**config.mk**
```make
export PLATFORM = sky130hd
export DESIGN_NAME = hazard_forward_ctrl_flat
export DESIGN_NICKNAME = d
export VERILOG_FILES = /design/src/rtl/hazard_forward_ctrl_if.sv /design/src/rtl/hazard_forward_ctrl.sv /design/src/flat_wrapper.sv
export SDC_FILE = /design/constraint.sdc
export NUM_CORES = 1
export LEC_CHECK = 0
export ABC_AREA = 1
export BUFFER_PORTS_ARGS = -buffer_cell sky130_fd_sc_hd__clkbuf_2
export CORE_MARGIN = 2
export CORE_UTILIZATION = 45
export DETAILED_ROUTE_END_ITERATION = 7
export PLACE_DENSITY_LB_ADDON = 0.08
export SLEW_MARGIN = 25
export SYNTH_ARGS = -nofsm -noshare
export SYNTH_HDL_FRONTEND = slang
export SYNTH_SLANG_ARGS = --single-unit
```
**constraint.sdc**
```tcl
create_clock -name clk -period 1.2 [get_ports clk]
set_input_delay 0.36 -clock clk [delete_from_list [all_inputs] [get_ports clk]]
set_output_delay 0.36 -clock clk [all_outputs]
set_load 0.02 [all_outputs]
```
**src/rtl/hazard_forward_ctrl_if.sv**
```systemverilog
// Decode-stage hazard bus between the MIPS pipeline and hazard_forward_ctrl.
// The pipeline (master) presents the D-stage instruction fields and receives the
// EX operand-mux selects plus the load-use stall/flush controls.
// Optional feature macro: HAZARD_STALL_CNT_EN adds the stall_count signal.
interface hazard_forward_ctrl_if #(
  parameter int REG_AW = 5
`ifdef HAZARD_STALL_CNT_EN
  , parameter int CNT_W = 16
`endif
);
  logic              id_valid;
  logic [REG_AW-1:0] id_rs;
  logic [REG_AW-1:0] id_rt;
  logic              id_use_rs;
  logic              id_use_rt;
  logic [REG_AW-1:0] id_dst;
  logic              id_we;
  logic              id_is_load;
  logic [1:0]        ForwardAE;
  logic [1:0]        ForwardBE;
  logic              stall_fd;
  logic              flush_e;
`ifdef HAZARD_STALL_CNT_EN
  logic [CNT_W-1:0]  stall_count;
`endif

  modport master (
    output id_valid, output id_rs, output id_rt, output id_use_rs, output id_use_rt,
    output id_dst, output id_we, output id_is_load,
    input  ForwardAE, input ForwardBE, input stall_fd, input flush_e
`ifdef HAZARD_STALL_CNT_EN
    , input stall_count
`endif
  );

  modport slave (
    input  id_valid, input id_rs, input id_rt, input id_use_rs, input id_use_rt,
    input  id_dst, input id_we, input id_is_load,
    output ForwardAE, output ForwardBE, output stall_fd, output flush_e
`ifdef HAZARD_STALL_CNT_EN
    , output stall_count
`endif
  );
endinterface

```
**src/rtl/hazard_forward_ctrl.sv**
```systemverilog
// Hazard unit for a 5-stage MIPS pipeline: keeps shadow copies of the E/M/W
// hazard info, produces EX operand forwarding selects (00 regfile, 01 W, 10 M)
// and the single-cycle load-use stall/flush.
// Optional feature macro: HAZARD_STALL_CNT_EN adds a saturating stall counter.
module hazard_forward_ctrl #(
  parameter int REG_AW = 5
`ifdef HAZARD_STALL_CNT_EN
  , parameter int CNT_W = 16
`endif
) (
  input  logic                  clk,
  input  logic                  reset,
  hazard_forward_ctrl_if.slave  hz
);

  localparam logic [REG_AW-1:0] ZERO_REG = '0;

  // E stage shadow (control fields are reset, register numbers are not)
  logic              e_valid_q, e_valid_d;
  logic              e_use_rs_q, e_use_rs_d;
  logic              e_use_rt_q, e_use_rt_d;
  logic              e_we_q, e_we_d;
  logic              e_load_q, e_load_d;
  logic [REG_AW-1:0] e_rs_q, e_rt_q, e_dst_q;
  // M and W stage shadows
  logic              m_valid_q, m_we_q, w_valid_q, w_we_q;
  logic [REG_AW-1:0] m_dst_q, w_dst_q;

  logic e_wr, m_wr, w_wr, take_d, stall;

  // Forward select for one EX operand; M beats W, $0 never forwards.
  function automatic logic [1:0] fwd_sel(
    input logic              e_valid,
    input logic              e_use,
    input logic [REG_AW-1:0] src,
    input logic              m_wr_f,
    input logic [REG_AW-1:0] m_dst,
    input logic              w_wr_f,
    input logic [REG_AW-1:0] w_dst
  );
    logic need;
    need = e_valid & e_use & (src != ZERO_REG);
    if (need && m_wr_f && (m_dst == src))      fwd_sel = 2'b10;
    else if (need && w_wr_f && (w_dst == src)) fwd_sel = 2'b01;
    else                                       fwd_sel = 2'b00;
  endfunction

  // Effective writes, load-use detection and next E-stage control
  always_comb begin
    e_wr  = e_valid_q & e_we_q & (e_dst_q != ZERO_REG);
    m_wr  = m_valid_q & m_we_q & (m_dst_q != ZERO_REG);
    w_wr  = w_valid_q & w_we_q & (w_dst_q != ZERO_REG);
    stall = hz.id_valid & e_wr & e_load_q &
            ((hz.id_use_rs & (hz.id_rs == e_dst_q)) |
             (hz.id_use_rt & (hz.id_rt == e_dst_q)));
    take_d     = hz.id_valid & ~stall;
    e_valid_d  = take_d;
    e_use_rs_d = take_d & hz.id_use_rs;
    e_use_rt_d = take_d & hz.id_use_rt;
    e_we_d     = take_d & hz.id_we;
    e_load_d   = take_d & hz.id_is_load;
  end

  assign hz.stall_fd  = stall;
  assign hz.flush_e   = stall;
  assign hz.ForwardAE = fwd_sel(e_valid_q, e_use_rs_q, e_rs_q, m_wr, m_dst_q, w_wr, w_dst_q);
  assign hz.ForwardBE = fwd_sel(e_valid_q, e_use_rt_q, e_rt_q, m_wr, m_dst_q, w_wr, w_dst_q);

  // D->E, E->M, M->W control shadow advance (cleared by reset)
  always_ff @(posedge clk) begin
    if (reset) begin
      e_valid_q  <= 1'b0;
      e_use_rs_q <= 1'b0;
      e_use_rt_q <= 1'b0;
      e_we_q     <= 1'b0;
      e_load_q   <= 1'b0;
      m_valid_q  <= 1'b0;
      m_we_q     <= 1'b0;
      w_valid_q  <= 1'b0;
      w_we_q     <= 1'b0;
    end else begin
      e_valid_q  <= e_valid_d;
      e_use_rs_q <= e_use_rs_d;
      e_use_rt_q <= e_use_rt_d;
      e_we_q     <= e_we_d;
      e_load_q   <= e_load_d;
      m_valid_q  <= e_valid_q;
      m_we_q     <= e_we_q;
      w_valid_q  <= m_valid_q;
      w_we_q     <= m_we_q;
    end
  end

  // Register-number shadow advance; meaningless unless the matching valid is set
  always_ff @(posedge clk) begin
    e_rs_q  <= hz.id_rs;
    e_rt_q  <= hz.id_rt;
    e_dst_q <= hz.id_dst;
    m_dst_q <= e_dst_q;
    w_dst_q <= m_dst_q;
  end

`ifdef HAZARD_STALL_CNT_EN
  logic [CNT_W-1:0] cnt_q, cnt_d;

  // Saturating stall-cycle count
  always_comb begin
    cnt_d = cnt_q;
    if (stall && (cnt_q != {CNT_W{1'b1}})) cnt_d = cnt_q + 1'b1;
  end

  // Stall counter register
  always_ff @(posedge clk) begin
    if (reset) cnt_q <= '0;
    else       cnt_q <= cnt_d;
  end

  assign hz.stall_count = cnt_q;
`endif

endmodule

```
**src/flat_wrapper.sv**
```systemverilog
// flat-port wrapper written by rule: the top's interface ports become plain ports
module hazard_forward_ctrl_flat 
#(
  parameter int REG_AW = 5

)
  (clk, reset, hz_id_valid, hz_id_rs, hz_id_rt, hz_id_use_rs, hz_id_use_rt, hz_id_dst, hz_id_we, hz_id_is_load, hz_ForwardAE, hz_ForwardBE, hz_stall_fd, hz_flush_e);
  hazard_forward_ctrl_if #(.REG_AW(REG_AW)) hz_i ();
  input  logic clk;
  input  logic reset;
  input wire logic [$bits(hz_i.id_valid)-1:0] hz_id_valid;
  input wire logic [$bits(hz_i.id_rs)-1:0] hz_id_rs;
  input wire logic [$bits(hz_i.id_rt)-1:0] hz_id_rt;
  input wire logic [$bits(hz_i.id_use_rs)-1:0] hz_id_use_rs;
  input wire logic [$bits(hz_i.id_use_rt)-1:0] hz_id_use_rt;
  input wire logic [$bits(hz_i.id_dst)-1:0] hz_id_dst;
  input wire logic [$bits(hz_i.id_we)-1:0] hz_id_we;
  input wire logic [$bits(hz_i.id_is_load)-1:0] hz_id_is_load;
  output wire logic [$bits(hz_i.ForwardAE)-1:0] hz_ForwardAE;
  output wire logic [$bits(hz_i.ForwardBE)-1:0] hz_ForwardBE;
  output wire logic [$bits(hz_i.stall_fd)-1:0] hz_stall_fd;
  output wire logic [$bits(hz_i.flush_e)-1:0] hz_flush_e;
  assign hz_i.id_valid = hz_id_valid;
  assign hz_i.id_rs = hz_id_rs;
  assign hz_i.id_rt = hz_id_rt;
  assign hz_i.id_use_rs = hz_id_use_rs;
  assign hz_i.id_use_rt = hz_id_use_rt;
  assign hz_i.id_dst = hz_id_dst;
  assign hz_i.id_we = hz_id_we;
  assign hz_i.id_is_load = hz_id_is_load;
  assign hz_ForwardAE = hz_i.ForwardAE;
  assign hz_ForwardBE = hz_i.ForwardBE;
  assign hz_stall_fd = hz_i.stall_fd;
  assign hz_flush_e = hz_i.flush_e;
  hazard_forward_ctrl #(.REG_AW(REG_AW)) u_core (.clk(clk), .reset(reset), .hz(hz_i));
endmodule
```
==> flow_summary.json, run 1 <==
{
  "status": "finished with violations",
  "violations": "DRC, setup timing",
  "layout.nets": 246,
  "finalHoldViolCount": 0,
  "synth.distinct_cells": 14,
  "swShare_pct": 25.3,
  "drtIter0Drc": 34,
  "diodes": 0,
  "power_density_nw_per_um2": 1140,
  "critPathLaunch": "u_core.m_dst_q[3]",
  "grt_pass1_wl_um": 4640,
  "place_area_um2": 1670,
  "min_to": "u_core.e_dst_q[4]",
  "register_area_um2": 721,
  "route.detailed.drc": 2,
  "critPathKind": "reg -> out",
  "cpPeakStageDelay_ns": 0.38,
  "ir_worst_vdd_mv": 0.843,
  "setup_viol": 10,
  "combPwrFrac_pct": 11.6,
  "initial_utilization_pct": 48.1,
  "cts_buffers": 5,
  "crit_path_max_fanout": 4,
  "die_y_um": 58.8,
  "skew_ns": 0.00237,
  "slowest_stage": "dfxtp_4",
  "yosys_warnings": 0,
  "fill_cells": 228,
  "power.switching_uw": 547,
  "grt_remaining_overflow": 0,
  "cts.sinks": 34,
  "synth_area_um2": 1350,
  "synth-edff-count": 0,
  "stdcell_area_um2": 1900,
  "grt_pass1_vias": 1132,
  "cts_tree": "built",
  "slew_violations": 0,
  "synth.most_common_cell": "nand2_1",
  "clkSlewWorstSetupHoldPaths_ns": 0.10,
  "ys.flop_type": "dfxtp_1",
  "syn_avg_cell_area_um2": 7.76,
  "via_count": 1175,
  "cap_viol_max_count": 0,
  "p_clk_share_pct": 30.4,
  "num_rows": 19,
  "track_usage_pct": 18.4,
  "fmax_mhz": 547,
  "gp_congestion": 0.809,
  "r2r_end": "u_core.e_we_q",
  "rsz0062_at_grt": "true",
  "setup.worst_path.end_class": "output port",
  "area_growth_pct": 40.8,
  "dr.pass1.iters": 7,
  "htree_levels": 2,
  "die_x_um": 58.8,
  "reg2reg_slack_ns": -0.01,
  "p_int_uw": 1610,
  "wl_per_cell_um": 10.9,
  "synth-async-reset-ratio_pct": 0,
  "yosysSeqAreaShare_pct": 50.4,
  "place.port_buffers": 27,
  "synthTopCellsByArea": "dfxtp_1 50%, nand2_1 11%, nor2_1 8.1%, xnor2_1 7.8%, inv_1 7.5%",
  "worstHoldPathType": "in -> reg",
  "ant_nets": 0,
  "synthesis.nets": 196,
  "ys_ff_latch": 34,
  "tightest_slew_ns": 0.346,
  "hold_start": "hz_id_dst[4]",
  "reg2reg_from": "u_core.e_dst_q[1]",
  "p_leak_uw": 0.000939,
  "finalCriticalPeriod_ns": 1.83,
  "io_pins": 28,
  "grt_max_degree": 11,
  "fin_ws_ns": -0.628,
  "tns_ns": -3.55,
  "synthDominantCellAreaShare_pct": 50.4,
  "post-route-period-util_pct": 152,
  "whs_path_depth": 1,
  "yosys-top-cells-count": "40 x nand2_1, 34 x dfxtp_1, 29 x nor2_1",
  "power_frac_seq_pct": 58.0,
  "cp_cell_sequence": "nor3_2 -> nand2_1 -> nand3_1 -> inv_1 -> nand2_1 -> nor2_4 -> nor2_4 -> clkbuf_4",
  "clkLatencyLatePin_ns": 0.33,
  "worstPathArrival_ns": 1.47,
  "multi_input_area_um2": 648,
  "relSlewSlack_pct": 76.8,
  "synth_cells": 174,
  "place_hpwl_um": 2170,
  "ff2ff_path_depth": 10,
  "cts_buffer_depth": 2,
  "core_area_um2": 2810,
  "viasPerCell": 4.59,
  "routed_wl_um": 2800,
  "root_buffer": "clkbuf_4",
  "die-area_um2": 3450,
  "drive_above_1_share_pct": 45.8,
  "worstSetupStartpointType": "register",
  "whs_ns": 0.120,
  "synth_area_leader_cell": "dfxtp_1",
  "worst-endpoint-required_ns": 0.84,
  "ctsHoldBuffers": 0,
  "antenna_found_initial": 0
}
==> power by group through the flow <==
stage          registers, uW  logic [uW]  clock network [uW]
2_1_floorplan           1260         123                   0
3_3_place_gp            1270         217                   0
3_5_place_dp            1270         223                   0
4_1_cts                 1250         233                 672
5_1_grt                 1260         276                 728
6_report                1250         251                 656
==> area by class of cell <==
type / count / area share, %
clock buffers: 7 / 2.90
well taps: 31 / 2.04
inverters: 30 / 6.06
flip-flops and latches: 34 / 37.9
multi-input cells: 109 / 34.1
clock inverters: 1 / 0.263
repair buffers: 44 / 16.7
==> flip-flops by register name, summed over array words and instances, names as in the netlist <==
signal and flops:
u_core.e_use_rs_q 1, u_core.w_we_q 1, u_core.e_use_rt_q 1, u_core.e_rt_q 5
u_core.e_valid_q 1, u_core.e_load_q 1, u_core.e_rs_q 5, u_core.m_we_q 1
u_core.m_dst_q 5, u_core.e_we_q 1, u_core.w_valid_q 1, u_core.e_dst_q 5
u_core.m_valid_q 1, u_core.w_dst_q 5
==> metal layers <==
layer / track usage, % / routed length [um]
met1: 20.3 / 1270
met2: 31.1 / 1330
met3: 6.15 / 133
met4: 10.1 / 68
met5: 0 / 0
==> how the worst max path moves through the flow <==
stage               slack [ns]         endpoint  cells past startpoint
floorplan                -0.15  hz_ForwardAE[0]                      5
global placement         -0.34  hz_ForwardBE[0]                      6
detailed placement       -0.37       hz_flush_e                     10
CTS                      -0.66  hz_ForwardAE[1]                      5
global route             -0.73  hz_ForwardBE[0]                      6
finish                   -0.63  hz_ForwardBE[0]                      8
==> placed cells by master (no fill, tap or decap), drive strengths merged <==
master | Yosys | layout
buf | 1 | 21
clkbuf | 0 | 30
clkinv | 0 | 1
dfxtp | 34 | 34
inv | 30 | 30
nand2 | 42 | 42
nand3 | 6 | 6
nand4 | 5 | 5
nor2 | 30 | 30
nor3 | 6 | 6
xnor2 | 12 | 12
xor2 | 8 | 8
==> worst max-delay path: cells and delay by family (launching register included) <==
family                 cells  cell delay (ns)
DFF                        1             0.38
buffers and inverters      2             0.22
and+or+nand+nor            6             0.54
==> kinds of logic (layout without fill, tap and decap cells) <==
kind of cell              Yosys count  in the layout  share of synthesized area (%)
DFF                                34             34                           50.4
xor gates and xnor gates           20             20                           13.0
buffers and inverters              31             82                           8.90
and+or+nand+nor                    89             89                           27.7
==> metrics by stage <==
| step | util (%) | setup WS [ns] | cells | total power (uW) |
|---|---|---|---|---|
| finish | 67.8 | -0.628 | 256 | 2160 |
| global route | 67.8 | -0.735 | 256 | 2260 |
| CTS | 65.0 | -0.660 | 256 | 2150 |
| detailed placement | 59.6 | -0.369 | 246 | 1500 |
| global placement | 59.6 | -0.336 | 246 | 1490 |
| floorplan | - | -0.148 | 174 | 1380 |
==> timing repair <==
item,in CTS,in global routing
setup buffers,2,1
resized for setup,22,31
pin swaps,6,10
endpoints found under the setup margin,11,11
No activity file was read; power rests on OpenSTA's default activity.
==> run 2: changes to the inputs <==
--- a/config.mk
+++ b/config.mk
@@ -11,7 +11,6 @@
 export CORE_UTILIZATION = 45
 export DETAILED_ROUTE_END_ITERATION = 7
 export PLACE_DENSITY_LB_ADDON = 0.08
-export SLEW_MARGIN = 25
 export SYNTH_ARGS = -nofsm -noshare
 export SYNTH_HDL_FRONTEND = slang
 export SYNTH_SLANG_ARGS = --single-unit
==> constraint.sdc (replaced) <==
create_clock -name clk -period 1.6 [get_ports clk]
set_input_delay 0.48 -clock clk [delete_from_list [all_inputs] [get_ports clk]]
set_output_delay 0.48 -clock clk [all_outputs]
set_load 0.02 [all_outputs]
==> run 2 against run 1 <==
  * Count of clock-buffer cells in the layout shrank 2
  * Die area is the same
  * Utilization shrank 4.1 points
  * Hold slack gained 0.12 ns
  * Setup slack gained 0.27 ns
  * Largest cell class unchanged
  * Routed wire length shrank 3.4%
  * The flow still finishes with violations (DRC, setup timing)
  * Via count shrank 1.6%
  * Sequential power shrank 25%
==> flow_summary.json, run 2 (synthesized netlist as in run 1, its figures left out) <==
{
  "p_leak_uw": 0.000910,
  "critPathTopFamily": "simple AND/OR/NAND/NOR gates",
  "route.detailed.drc": 1,
  "stdcell_area_um2": 1790,
  "finalCriticalPeriod_ns": 1.96,
  "critPathLaunch": "u_core.m_dst_q[0]",
  "cts_buffers": 5,
  "grtUsageMet2_pct": 29.7,
  "r2r_end": "u_core.e_use_rs_q",
  "place_area_um2": 1590,
  "power_density_nw_per_um2": 963,
  "gp_congestion": 0.879,
  "dp_cells": 241,
  "drtIter0Drc": 32,
  "grt_pass1_vias": 1153,
  "reg2reg_from": "u_core.e_dst_q[2]",
  "worstSetupStartpointType": "register",
  "relSlewSlack_pct": 86.1,
  "setup_viol": 6,
  "fmax_mhz": 510,
  "cts_buffer_depth": 2,
  "slowest_stage": "dfxtp_2",
  "finalPower_uw": 1720,
  "reg2reg_slack_ns": 0.38,
  "setup.worst_path.end_class": "output port",
  "critPathKind": "reg -> out",
  "die-area_um2": 3450,
  "post-route-period-util_pct": 122,
  "clkLatencyLatePin_ns": 0.33,
  "finalHoldViolCount": 0,
  "routed_wl_um": 2710,
  "skew_ns": 0.00389,
  "gr-max-usage-layer": "met2",
  "diodes": 0,
  "dr.pass1.iters": 6,
  "cap_viol_max_count": 0,
  "grt_remaining_overflow": 0,
  "final_cells": 250,
  "worst-endpoint-required_ns": 1.12,
  "met1_usage_pct": 21.9,
  "ir_worst_vdd_mv": 0.620,
  "multi_input_area_um2": 584,
  "whs_ns": 0.236,
  "drive_above_1_share_pct": 35.2,
  "clkSlewWorstSetupHoldPaths_ns": 0.10,
  "track_usage_pct": 18.8,
  "cts.sinks": 34,
  "core_area_um2": 2810,
  "ant_nets": 0,
  "use_met3_pct": 6.81,
  "fin_ws_ns": -0.359,
  "fill_cells": 230,
  "num_rows": 19,
  "ff2ff_path_depth": 10,
  "place.port_buffers": 27,
  "initial_utilization_pct": 48.1,
  "cts_tree": "built",
  "cpPeakStageDelay_ns": 0.36,
  "worst-path-buf-inv": 1,
  "via_count": 1156,
  "place_hpwl_um": 2050,
  "io_pins": 28,
  "mostFrequentLayoutCell": "nand2_1",
  "grt_max_degree": 12,
  "htree_levels": 2,
  "crit_path_max_fanout": 4,
  "whs_path_depth": 1,
  "root_buffer": "clkbuf_4",
  "grt_pass1_wl_um": 4710,
  "die_y_um": 58.8,
  "slew_violations": 0,
  "register_area_um2": 711,
  "layout.nets": 240,
  "area_growth_pct": 32.3,
  "rsz0062_at_grt": "true",
  "cp_cell_sequence": "xor2_1 -> nor3_2 -> nand2_1 -> nor2_2 -> nor2_1 -> clkbuf_2",
  "die_x_um": 58.8,
  "antenna_found_initial": 0,
  "hold_start": "hz_id_dst[3]",
  "worstPathArrival_ns": 1.48,
  "tightest_slew_ns": 0.207,
  "ctsHoldBuffers": 0,
  "worstHoldPathType": "in -> reg",
  "wl_per_cell_um": 10.8,
  "violations": "DRC, setup timing",
  "min_to": "u_core.e_dst_q[3]",
  "status": "finished with violations",
  "viasPerCell": 4.62,
  "layout_common_cells": "40 x nand2_1, 28 x nor2_1, 25 x inv_1"
}
==> run 2: cell count changes in the layout (fill, tap and decap cells not counted), moves of 3 or more <==
cell,previous run,this run
nor2_4,5,0
dfxtp_2,20,12
buf_4,15,10
nor2_1,21,28
dfxtp_1,10,18
inv_1,22,25
==> run 2: layout make-up <==
class,count,area share [%]
clock buffers,5,2.10
clock inverters,3,2.24
inverters,30,6.31
multi-input cells,109,32.7
flip-flops and latches,34,39.8
well taps,31,2.17
repair buffers,38,14.6
==> run 2: repair_timing <==
item / in CTS / in global routing
setup endpoints to repair: 6 / 6
endpoints found under the hold margin: 0 / 0
setup buffers: 1 / 0
gates resized for setup: 29 / 9
pin swaps: 7 / 5
==> run 2: per-layer routing <==
metal | wire length (um) | share of wire, % | vias to the layer above
li1 | - | - | 608
met3 | 146 | 5.4 | 13
met1 | 1180 | 44 | 496
met4 | 108 | 4.0 | 0
met5 | 0 | 0 | -
met2 | 1270 | 47 | 39
==> run 2: power by group <==
part	total [uW]	internal, uW	switching [uW]
sequential	936	889	46.6
combinational	169	92.6	76.6
clock	615	324	292
==> run 2: how the worst max path moves through the flow <==
stage,end,slack (ns),cells past startpoint
floorplan,hz_stall_fd,-0.02,9
global placement,hz_flush_e,-0.13,10
detailed placement,hz_flush_e,-0.16,10
CTS,hz_ForwardBE[0],-0.35,6
global route,hz_ForwardBE[0],-0.47,6
finish,hz_ForwardAE[0],-0.36,6
==> run 2: through the flow <==
stage	setup WS, ns	utilization (%)	setup TNS, ns
after floorplan	-0.0175	-	-0.0175
after global placement	-0.134	56.8	-0.288
after detailed placement	-0.158	56.8	-0.391
after CTS	-0.350	62.9	-1.93
after global routing	-0.471	63.6	-2.59
final	-0.359	63.6	-1.89
==> run 3: changes to the inputs <==
==> constraint.sdc (replaced) <==
create_clock -name clk -period 1.6 [get_ports clk]
set_input_delay 0.08 -clock clk [delete_from_list [all_inputs] [get_ports clk]]
set_output_delay 0.08 -clock clk [all_outputs]
set_load 0.02 [all_outputs]
==> run 3 against run 2 <==
  * The flow finishes with violations (DRC)
  * Count of clock-buffer cells in the layout increased by 2
  * Via count about the same
  * Final cell count increased by 2.0%
  * Critical endpoint is now hz_stall_fd
  * Largest cell class unchanged
==> flow_summary.json, run 3 (synthesized netlist as in run 1, its figures left out) <==
{
  "grt_max_degree": 10,
  "die_x_um": 58.8,
  "worstHoldPathType": "in -> reg",
  "tightest_slew_ns": 0.206,
  "register_area_um2": 708,
  "critPathKind": "in -> out",
  "cts_buffer_depth": 2,
  "io_pins": 28,
  "reg2reg_from": "u_core.e_dst_q[0]",
  "fin_ws_ns": 0.0846,
  "routed_wl_um": 2840,
  "pre_cts_ws_ns": 0.356,
  "finalCriticalPeriod_ns": 1.52,
  "core_area_um2": 2810,
  "gr-max-usage-layer": "met2",
  "place.port_buffers": 27,
  "use_met3_pct": 5.05,
  "min_to": "u_core.e_rt_q[1]",
  "crit_top_cell": "nand2_1",
  "drive_above_1_share_pct": 29.0,
  "postLayoutCoreUtil_pct": 65.2,
  "die-area_um2": 3450,
  "die_y_um": 58.8,
  "htree_levels": 2,
  "whs_ns": 0.0274,
  "met1_usage_pct": 21.5,
  "grt_remaining_overflow": 0,
  "finalHoldViolCount": 0,
  "cpPeakStageDelay_ns": 0.52,
  "track_usage_pct": 19.9,
  "cts_buffers": 5,
  "grt_pass1_vias": 1220,
  "violations": "DRC",
  "multi_input_area_um2": 587,
  "worst-endpoint-required_ns": 1.52,
  "ff2ff_path_depth": 8,
  "route.detailed.drc": 1,
  "rsz0062_at_grt": "true",
  "area_growth_pct": 35.5,
  "finalPower_uw": 1540,
  "initial_utilization_pct": 48.1,
  "slew_violations": 0,
  "dr.pass1.iters": 6,
  "via_count": 1155,
  "slowest_stage": "dlygate4sd3_1",
  "p_leak_uw": 0.000907,
  "layout.nets": 246,
  "diodes": 0,
  "grtUsageMet2_pct": 33.8,
  "r2r_end": "u_core.e_we_q",
  "clkLatencyLatePin_ns": 0.32,
  "skew_ns": 0.00803,
  "drtIter0Drc": 22,
  "reg2reg_slack_ns": 0.49,
  "root_buffer": "clkbuf_4",
  "clkSlewWorstSetupHoldPaths_ns": 0.09,
  "power_density_nw_per_um2": 842,
  "whs_path_depth": 1,
  "stdcell_area_um2": 1830,
  "worstSetupStartpointType": "primary input",
  "wl_per_cell_um": 11.1,
  "cts_tree": "built",
  "fmax_mhz": 660,
  "hold_start": "hz_id_rt[1]",
  "ant_nets": 0,
  "layout_common_cells": "40 x nand2_1, 25 x inv_1, 24 x nor2_1",
  "cap_viol_max_count": 0,
  "gp_congestion": 0.878,
  "relSlewSlack_pct": 86.2,
  "setup_viol": 0,
  "ir_worst_vdd_mv": 0.607,
  "place_hpwl_um": 2140,
  "fill_cells": 244,
  "cts.sinks": 34,
  "num_rows": 19,
  "place_area_um2": 1520,
  "status": "finished with violations",
  "antenna_found_initial": 0,
  "setup.worst_path.end_class": "output port",
  "grt_pass1_wl_um": 5030,
  "crit_path_max_fanout": 3,
  "post-route-period-util_pct": 94.7,
  "mostFrequentLayoutCell": "nand2_1",
  "worstPathArrival_ns": 1.44,
  "cp_cell_sequence": "dlygate4sd3_1 -> clkbuf_2 -> inv_1 -> nand2_1 -> nand2_1 -> nor2_1 -> nand3_1 -> nand2_1 -> nand2_2 -> inv_2 -> buf_6",
  "viasPerCell": 4.53
}
## run 3: cell count changes in the layout (fill, tap and decap cells not counted), sizes merged
cell          before  now
buf               14    5
bufinv             1    0
clkbuf            29   26
clkinv             2    0
dlygate4sd3        0   19
dlymetal6s4s       0    1
## run 3: cell type report
class                           instances  area share, %
Timing Repair Buffer                   44           18.5
Sequential cell                        34           38.7
Tap cell                               31           2.12
Inverter                               30           6.16
Clock buffer                            7           2.46
Multi-Input combinational cell        109           32.1
## run 3: repair_timing
item | 4_1_cts | 5_1_grt
hold endpoints to repair | 23 | 0
setup buffers | 0 | 0
resized for setup | 2 | 41
hold buffers | 20 | 0
pin swaps | 0 | 8
setup endpoints to repair | 2 | 6
## run 3: worst max path at each step
| stage | from | end | slack [ns] | cells after the start |
|---|---|---|---|---|
| floorplan | u_core.m_dst_q[0] | hz_ForwardBE[0] | 0.34 | 5 |
| detailed placement | u_core.e_rt_q[3] | hz_ForwardBE[0] | 0.36 | 6 |
| global route | u_core.m_dst_q[0] | hz_ForwardAE[0] | -0.05 | 6 |
| CTS | u_core.w_dst_q[3] | hz_ForwardBE[0] | 0.008 | 6 |
| global placement | u_core.m_dst_q[1] | hz_ForwardAE[0] | 0.39 | 6 |
| finish | hz_id_rs[3] | hz_stall_fd | 0.08 | 11 |
## run 3: stage by stage
stage,instances,TNS (ns)
2_1_floorplan,174,0
3_3_place_gp,231,0
3_5_place_dp,231,0
4_1_cts,258,0
5_1_grt,255,-0.111
6_report,255,0
## run 3: where the power goes
| group | switching (uW) | internal (uW) |
|---|---|---|
| Combinational | 80.6 | 104 |
| Clock | 253 | 166 |
| Sequential | 46.4 | 891 |
## run 3: per-layer routing
layer  vias up  wire length, um
met5         -                0
met4         0              100
met3        11              113
met2        31             1420
met1       494             1210
li1        619                -
## run 3: critical path: cells and delay by family
kind / cells / cell delay [ns]
buf+inv: 5 / 0.88
simple gates: 6 / 0.47
